[config.mk]
export PLATFORM = sky130hd
export DESIGN_NAME = mem_port_arbiter
export DESIGN_NICKNAME = d
export VERILOG_FILES = /design/src/rtl/mem_port_arbiter.sv
export SDC_FILE = /design/constraint.sdc
export NUM_CORES = 1
export LEC_CHECK = 0
export ABC_AREA = 1
export CAP_MARGIN = 15
export CORE_AREA = 2 2 106 108
export DETAILED_ROUTE_END_ITERATION = 12
export DIE_AREA = 0 0 108 110
export SLEW_MARGIN = 20
export SYNTH_ARGS = -nofsm -noshare
export SYNTH_HDL_FRONTEND = slang
export SYNTH_SLANG_ARGS = --single-unit
[constraint.sdc]
create_clock -name clk -period 4.6 [get_ports clk]
set_clock_uncertainty 0.05 [all_clocks]
set_input_delay 0.69 -clock clk [delete_from_list [all_inputs] [get_ports clk]]
set_output_delay 0.69 -clock clk [all_outputs]
set_load 0.02 [all_outputs]
[src/rtl/mem_port_arbiter.sv]
// Shares one memory port between fetch (imem) and load/store (dmem) requesters.
// Round-robin request grant; an in-order ID queue steers responses back to their issuer.
module mem_port_arbiter #(
    parameter int unsigned DEPTH = 4
) (
    input  logic                       clk,
    input  logic                       rst,

    input  logic                       imemreq_val,
    output logic                       imemreq_rdy,
    input  logic [31:0]                imemreq_addr,
    output logic                       imemresp_val,
    input  logic                       imemresp_rdy,
    output logic [31:0]                imemresp_data,

    input  logic                       dmemreq_val,
    output logic                       dmemreq_rdy,
    input  logic                       dmemreq_type,
    input  logic [31:0]                dmemreq_addr,
    input  logic [31:0]                dmemreq_wdata,
    output logic                       dmemresp_val,
    input  logic                       dmemresp_rdy,
    output logic [31:0]                dmemresp_data,

    output logic                       memreq_val,
    input  logic                       memreq_rdy,
    output logic                       memreq_type,
    output logic [31:0]                memreq_addr,
    output logic [31:0]                memreq_wdata,
    input  logic                       memresp_val,
    output logic                       memresp_rdy,
    input  logic [31:0]                memresp_data,

    output logic [$clog2(DEPTH):0]     outstanding,
    output logic                       err
);

    localparam int unsigned PW = $clog2(DEPTH);
    localparam int unsigned CW = PW + 1;

    // Requester IDs held in the queue; prio uses the same encoding.
    localparam logic ID_IMEM = 1'b0;
    localparam logic ID_DMEM = 1'b1;

    logic [DEPTH-1:0] id_q;
    logic [PW-1:0]    head_q;
    logic [PW-1:0]    tail_q;
    logic [CW-1:0]    count_q;
    logic             prio_q;
    logic             err_q;

    logic full;
    logic empty;
    logic grant_dmem;
    logic both_val;
    logic can_issue;
    logic req_fire;
    logic resp_fire;
    logic head_id;

    assign full       = (count_q == CW'(DEPTH));
    assign empty      = (count_q == '0);
    assign both_val   = imemreq_val & dmemreq_val;
    assign grant_dmem = dmemreq_val & (~imemreq_val | (prio_q == ID_DMEM));

    // Outputs are forced low while reset is asserted, even with inputs active.
    assign can_issue   = rst & memreq_rdy & ~full;
    assign memreq_val  = rst & (imemreq_val | dmemreq_val) & ~full;
    assign dmemreq_rdy = can_issue & grant_dmem;
    assign imemreq_rdy = can_issue & imemreq_val & ~grant_dmem;
    assign req_fire    = memreq_val & memreq_rdy;

    always_comb begin
        memreq_type  = 1'b0;
        memreq_addr  = imemreq_addr;
        memreq_wdata = 32'h0;
        if (grant_dmem) begin
            memreq_type  = dmemreq_type;
            memreq_addr  = dmemreq_addr;
            memreq_wdata = dmemreq_wdata;
        end
    end

    assign head_id       = id_q[head_q];
    assign memresp_rdy   = rst & ~empty & ((head_id == ID_DMEM) ? dmemresp_rdy : imemresp_rdy);
    assign imemresp_val  = rst & ~empty & (head_id == ID_IMEM) & memresp_val;
    assign dmemresp_val  = rst & ~empty & (head_id == ID_DMEM) & memresp_val;
    assign imemresp_data = memresp_data;
    assign dmemresp_data = memresp_data;
    assign resp_fire     = memresp_val & memresp_rdy;

    always_ff @(posedge clk or negedge rst) begin
        if (!rst) begin
            id_q    <= '0;
            head_q  <= '0;
            tail_q  <= '0;
            count_q <= '0;
            prio_q  <= ID_DMEM;
            err_q   <= 1'b0;
        end else begin
            if (req_fire) begin
                id_q[tail_q] <= grant_dmem;
                tail_q       <= tail_q + PW'(1);
            end
            if (resp_fire) begin
                head_q <= head_q + PW'(1);
            end
            if (req_fire && !resp_fire) begin
                count_q <= count_q + CW'(1);
            end else if (!req_fire && resp_fire) begin
                count_q <= count_q - CW'(1);
            end
            // Priority rotates only when a contested request actually issues.
            if (req_fire && both_val) begin
                prio_q <= ~grant_dmem;
            end
            if (memresp_val && empty) begin
                err_q <= 1'b1;
            end
        end
    end

    assign outstanding = count_q;
    assign err         = err_q;

endmodule

==> run_results.csv, run 1 <==
group,metric,value,unit
synthesis,yosysSeqAreaShare,16.53,%
clock_tree,clockBufferDepth,2,
synthesis,yosysUniqueCellTypes,29,
timing,worstMarginPinSlew,0.6896,ns
timing,slew_violations,0,
final_layout,nFillCells,1164,
clock_tree,post_cts_resized,0,
run,drv_cap,0,
synthesis,synthFlopType,"dfrtp_1",
clock_tree,clock-sinks,13,
final_layout,post-route-util,32.53,%
timing,setup_violations,0,
clock_tree,postCtsHoldBufs,0,
routing,vias_per_cell,3.867,
synthesis,async_flop_share,100.0,%
clock_tree,clk_pin_slew,0.05,ns
die,fp.dieArea,0.01188,mm2
routing,wire_per_inst,12.08,um
global_route,antenna_found_initial,0,
timing,worst_hold_slack,0.4320,ns
min_path,holdPathEnd,"err$_DFFE_PN0P_",
power_and_ir_drop,max-vdd-ir-drop,0.1685,mV
routing,dr.pass1.iters,4,
worst_setup_path,reg2reg_slack,2.40,ns
timing,fin_ws,1.034,ns
worst_setup_path,worst_setup_path_end_kind,"primary output",
power_and_ir_drop,leakagePower,1.679,nW
worst_setup_path,crit_required,3.86,ns
placed_design,post-dp-hpwl,6110,um
final_layout,final_cell_mix,"clkdlybuf4s50_1, nand2_1, inv_1",
placed_design,place_area,0.003435,mm2
timing,setup_tns,0,ns
synthesis,synth_area_leaders,"buf_4, nand2_1, dfrtp_1, inv_1, nor2_1",
power_and_ir_drop,power_density,312.7,mW/mm2
placed_design,place.gp.congestion,0.7207,
final_layout,area_growth,76.12,%
min_path,hold_depth,1,
timing,rsz0062_at_grt,"no",
timing,slew_headroom,54.03,%
routing,routed_wl,7093,um
worst_setup_path,path_class,"in2out",
timing,period_needed,3.566,ns
synthesis,synth.avg_cell_area,5.880,um2
die,die_h,110,um
clock_tree,clock_latency,0.24,ns
min_path,min_path_type,"reg2reg",
final_layout,multi_input_area,933.4,um2
final_layout,layout_commonest_cell,"clkdlybuf4s50_1",
status,outcome,"finished, final reports clean",
power_and_ir_drop,intPower,0.5989,mW
die,fp.dieW,108,um
placed_design,io_buffers,179,
synthesis,yosys_register_bits,13,
global_route,grt_util_met2,21.56,%
global_route,use_met3,3.292,%
synthesis,synth_top_area_cell,"buf_4",
global_route,grt_max_degree,71,
clock_tree,cts_tree,"done",
worst_setup_path,reg2reg_depth,12,
synthesis,synth_warnings,0,
global_route,grt-ovfl-total,0,
die,core,0.01070,mm2
clock_tree,cts-htree-levels,1,
worst_setup_path,rr_endpoint,"outstanding[2]$_DFFE_PN0P_",
worst_setup_path,arrival,2.83,ns
final_layout,layout.cells.non_filler,587,
die,ios,276,
power_and_ir_drop,p_comb_share,69.4,%
final_layout,fin_area,0.003480,mm2
timing,timing_hold_violations_final,0,
worst_setup_path,rr_startpoint,"head_q[0]$_DFFE_PN0P_",
routing,ant_nets,0,
power_and_ir_drop,switching_share,44.96,%
synthesis,netlist_instances,336,
final_layout,antennaDiodeCount,0,
placed_design,dpl.cell_count,583,
routing,drt_iter0_drc,63,
timing,max_freq,280.5,MHz
placed_design,dpl_worst_slack,1.032,ns
power_and_ir_drop,p_switching,0.4892,mW
synthesis,synth_nets,479,
final_layout,nets,591,
clock_tree,cts_root_buf,"clkbuf_8",
routing,vias,2270,
routing,drcViolationCount,0,
global_route,met1_usage,10.79,%
power_and_ir_drop,total_power,1.088,mW
global_route,grt_pass1_vias,2157,
worst_setup_path,start_kind,"input pin",
power_and_ir_drop,power_frac_seq,21.4,%
global_route,grt_usage,10.64,%
clock_tree,cts_buffers,3,
final_layout,drive_above_1_share,5.369,%
final_layout,ff_latch_area,326.6,um2
synthesis,synth_top_cell_area_share,24.32,%
synthesis,syn_area,0.001976,mm2
global_route,grt_pass1_wl,10190,um
synthesis,synth-edff-count,0,
power_and_ir_drop,p_clk_share,9.1,%
timing,finalCritPeriodShare,77.51,%
die,row_count,38,
clock_tree,cts_setup_buffers,0,
global_route,grt.busiest_layer,"met2",
worst_setup_path,cp_max_fo,70,
die,start_util,18.47,%
min_path,min_from,"err$_DFFE_PN0P_",
[flip-flops by register name, summed over array words and instances, names as in the netlist]
register / cells
outstanding: 3
id_q: 4
prio_q: 1
tail_q: 2
err: 1
head_q: 2
[routing by layer]
layer	part of all wire (%)	wire (um)	up-vias
met5	0	0	-
met4	0.70	50	0
met3	11	794	10
met2	54	3820	140
met1	34	2428	982
li1	-	-	1138
[cell usage after synthesis, drive strengths merged (3+ instances only)]
cell type,number
nand3,9
o21ai,8
nor2,35
ha,5
inv,50
dfrtp,12
buf,74
nor3,3
nand2,127
xor2,3
[worst max-delay path by stage]
| stage | startpoint | end | slack (ns) | depth (start not counted) |
|---|---|---|---|---|
| floorplan | imemreq_val | imemreq_rdy | 2.38 | 5 |
| finish | imemreq_val | memreq_addr[15] | 1.03 | 7 |
| global route | imemreq_val | memreq_addr[15] | 0.88 | 7 |
| CTS | imemreq_val | memreq_addr[4] | 1.03 | 7 |
| global placement | imemreq_val | memreq_addr[15] | 1.07 | 7 |
| detailed placement | imemreq_val | memreq_addr[4] | 1.03 | 7 |
[final cells by class]
type	count	area share, %
clock buffer	4	1.294
sequential	13	9.385
timing repair buffer	181	51.92
inverter	51	5.538
multi-input combinational	198	26.82
tap	140	5.034
[critical path, stage by stage]
cell             delay, ns
clkdlybuf4s50_1       0.49
inv_2                 0.07
o21ai_4               0.13
buf_4                 0.54
nand2_1               0.10
nand2_1               0.12
clkdlybuf4s50_1       0.61
[power groups by stage]
stage / Clock [mW] / Sequential (mW) / Combinational [mW]
after CTS: 0.103 / 0.234 / 0.769
final: 0.0995 / 0.233 / 0.756
after detailed placement: 0 / 0.236 / 0.765
after global placement: 0 / 0.231 / 0.754
after global routing: 0.110 / 0.243 / 0.832
after floorplan: 0 / 0.245 / 0.478
[cells by family (layout without fill, tap and decap cells)]
family                     Yosys count  count (layout)  share of synthesized area [%]
AOI/OAI and AO/OA                   11              11                          3.863
xor gates and xnor gates             4               4                          1.774
muxes                                1               1                         0.5699
buffers and inverters              125             236                          36.61
DFF                                 13              13                          16.53
and+or+nand+nor                    176             176                          36.48
adders and majority gates            6               6                          4.180
Power figures use the tool's default switching activity.
==> run 2, diff against run 1 <==
--- a/config.mk
+++ b/config.mk
@@ -7,9 +7,10 @@
 export LEC_CHECK = 0
 export ABC_AREA = 1
 export CAP_MARGIN = 15
-export CORE_AREA = 2 2 106 108
+export CORE_AREA = 2 2 107 109
 export DETAILED_ROUTE_END_ITERATION = 12
-export DIE_AREA = 0 0 108 110
+export DIE_AREA = 0 0 109 111
+export PLACE_DENSITY = 0.66
 export SLEW_MARGIN = 20
 export SYNTH_ARGS = -nofsm -noshare
 export SYNTH_HDL_FRONTEND = slang
==> constraint.sdc (replaced) <==
create_clock -name clk -period 3.05 [get_ports clk]
set_clock_uncertainty 0.05 [all_clocks]
set_input_delay 0.4575 -clock clk [delete_from_list [all_inputs] [get_ports clk]]
set_output_delay 0.4575 -clock clk [all_outputs]
set_load 0.02 [all_outputs]
==> run_results.csv, run 2 (same netlist as run 1, synthesis figures left out) <==
group,metric,value,unit
final_layout,layout_commonest_cell,"clkdlybuf4s50_1",
timing,slew_headroom,78.87,%
global_route,grt_pass1_wl,11500,um
clock_tree,clock_latency,0.24,ns
timing,rsz0062_at_grt,"no",
timing,worstMarginPinSlew,0.3160,ns
worst_setup_path,cp_max_fo,70,
die,row_count,39,
worst_setup_path,start_kind,"input pin",
clock_tree,cts_setup_buffers,0,
worst_setup_path,path_class,"in2out",
power_and_ir_drop,leakagePower,1.714,nW
worst_setup_path,reg2reg_slack,0.81,ns
run,drv_cap,0,
power_and_ir_drop,max-vdd-ir-drop,0.2872,mV
clock_tree,cts_tree,"done",
die,core,0.01108,mm2
routing,drt_iter0_drc,95,
clock_tree,cts_buffers,3,
routing,routed_wl,7913,um
clock_tree,clockBufferDepth,2,
worst_setup_path,critPathLaunch,"imemreq_val",
die,die_h,111,um
worst_setup_path,crit_required,2.54,ns
power_and_ir_drop,power_density,497.2,mW/mm2
routing,drcViolationCount,0,
final_layout,drive_above_1_share,5.791,%
timing,timing_hold_violations_final,0,
status,outcome,"finished, final reports clean",
timing,period_needed,2.857,ns
global_route,grt-ovfl-total,0,
die,fp.dieArea,0.01210,mm2
global_route,grt_usage,12.20,%
placed_design,dpl_worst_slack,0.2113,ns
timing,finalCritPeriodShare,93.69,%
worst_setup_path,rr_startpoint,"outstanding[0]$_DFFE_PN0P_",
global_route,grt_max_degree,71,
routing,wire_per_inst,13.37,um
min_path,min_path_type,"in2async",
final_layout,area_growth,80.05,%
worst_setup_path,worst_setup_path_end_kind,"primary output",
placed_design,post-dp-hpwl,6733,um
clock_tree,post_cts_resized,0,
timing,slew_violations,0,
global_route,antenna_found_initial,0,
clock_tree,cts_root_buf,"clkbuf_16",
final_layout,antennaDiodeCount,0,
routing,vias,2257,
global_route,grt_pass1_vias,2204,
clock_tree,clock-sinks,13,
clock_tree,postCtsHoldBufs,0,
final_layout,largest_register_ffs,4,
die,ios,276,
final_layout,nets,593,
final_layout,top_register,"id_q",
clock_tree,cts-htree-levels,1,
timing,max_freq,350.0,MHz
power_and_ir_drop,total_power,1.769,mW
die,start_util,17.84,%
placed_design,io_buffers,179,
timing,setup_tns,0,ns
timing,worst_hold_slack,0.3869,ns
routing,ant_nets,0,
final_layout,final_cell_mix,"clkdlybuf4s50_1, nand2_1, inv_1",
timing,setup_violations,0,
routing,dr.pass1.iters,4,
routing,vias_per_cell,3.813,
placed_design,place.gp.congestion,0.7428,
timing,fin_ws,0.1926,ns
worst_setup_path,arrival,2.35,ns
clock_tree,clk_pin_slew,0.04,ns
die,fp.dieW,109,um
## run 2: worst max-delay path, stage by stage
cell             delay [ns]
clkdlybuf4s50_1        0.49
inv_2                  0.06
o21ai_4                0.16
buf_12                 0.27
nand2_1                0.09
nand2_1                0.13
clkdlybuf4s50_1        0.62
## run 2: cell type report
class	count	area (um2)
timing repair buffer	183	1847
clock buffer	4	78.83
sequential	13	326.6
multi-input combinational	198	933.4
fill	1186	7520
tap	143	178.9
inverter	51	192.7
## run 2: final timing paths
kind,depth (start not counted),end
min in group clk,1,err$_DFFE_PN0P_
hold reg to reg,1,err$_DFFE_PN0P_
setup reg to reg,10,outstanding[1]$_DFFE_PN0P_
setup / recovery,7,memreq_addr[24]
hold / removal,1,outstanding[1]$_DFFE_PN0P_
max in group asynchronous,2,prio_q$_DFFE_PN1P_
## run 2: metrics by stage
stage	area, um2	util (%)	instances
2_1_floorplan	1976	-	336
3_5_place_dp	3478	31.40	588
5_1_grt	3557	32.11	592
6_report	3557	32.11	592
4_1_cts	3557	32.11	592
3_3_place_gp	3478	31.40	588
## run 2: where the power goes
| group | internal (mW) | switching (mW) | total [mW] | leakage (nW) |
|---|---|---|---|---|
| combinational | 0.567 | 0.601 | 1.17 | 1.52 |
| sequential | 0.262 | 0.0913 | 0.353 | 0.156 |
| clock | 0.176 | 0.0713 | 0.247 | 0.0382 |
| total | 1.00 | 0.764 | 1.77 | 1.71 |
## run 2: routing by layer
| layer | share of wire (%) | global-route usage [%] | vias up | wire (um) |
|---|---|---|---|---|
| met3 | 17 | 7.819 | 12 | 1379 |
| met1 | 34 | 12.24 | 957 | 2720 |
| met2 | 47 | 21.08 | 148 | 3732 |
| met4 | 1.0 | 2.479 | 0 | 80 |
| li1 | - | - | 1140 | - |
| met5 | 0 | 0 | - | 0 |
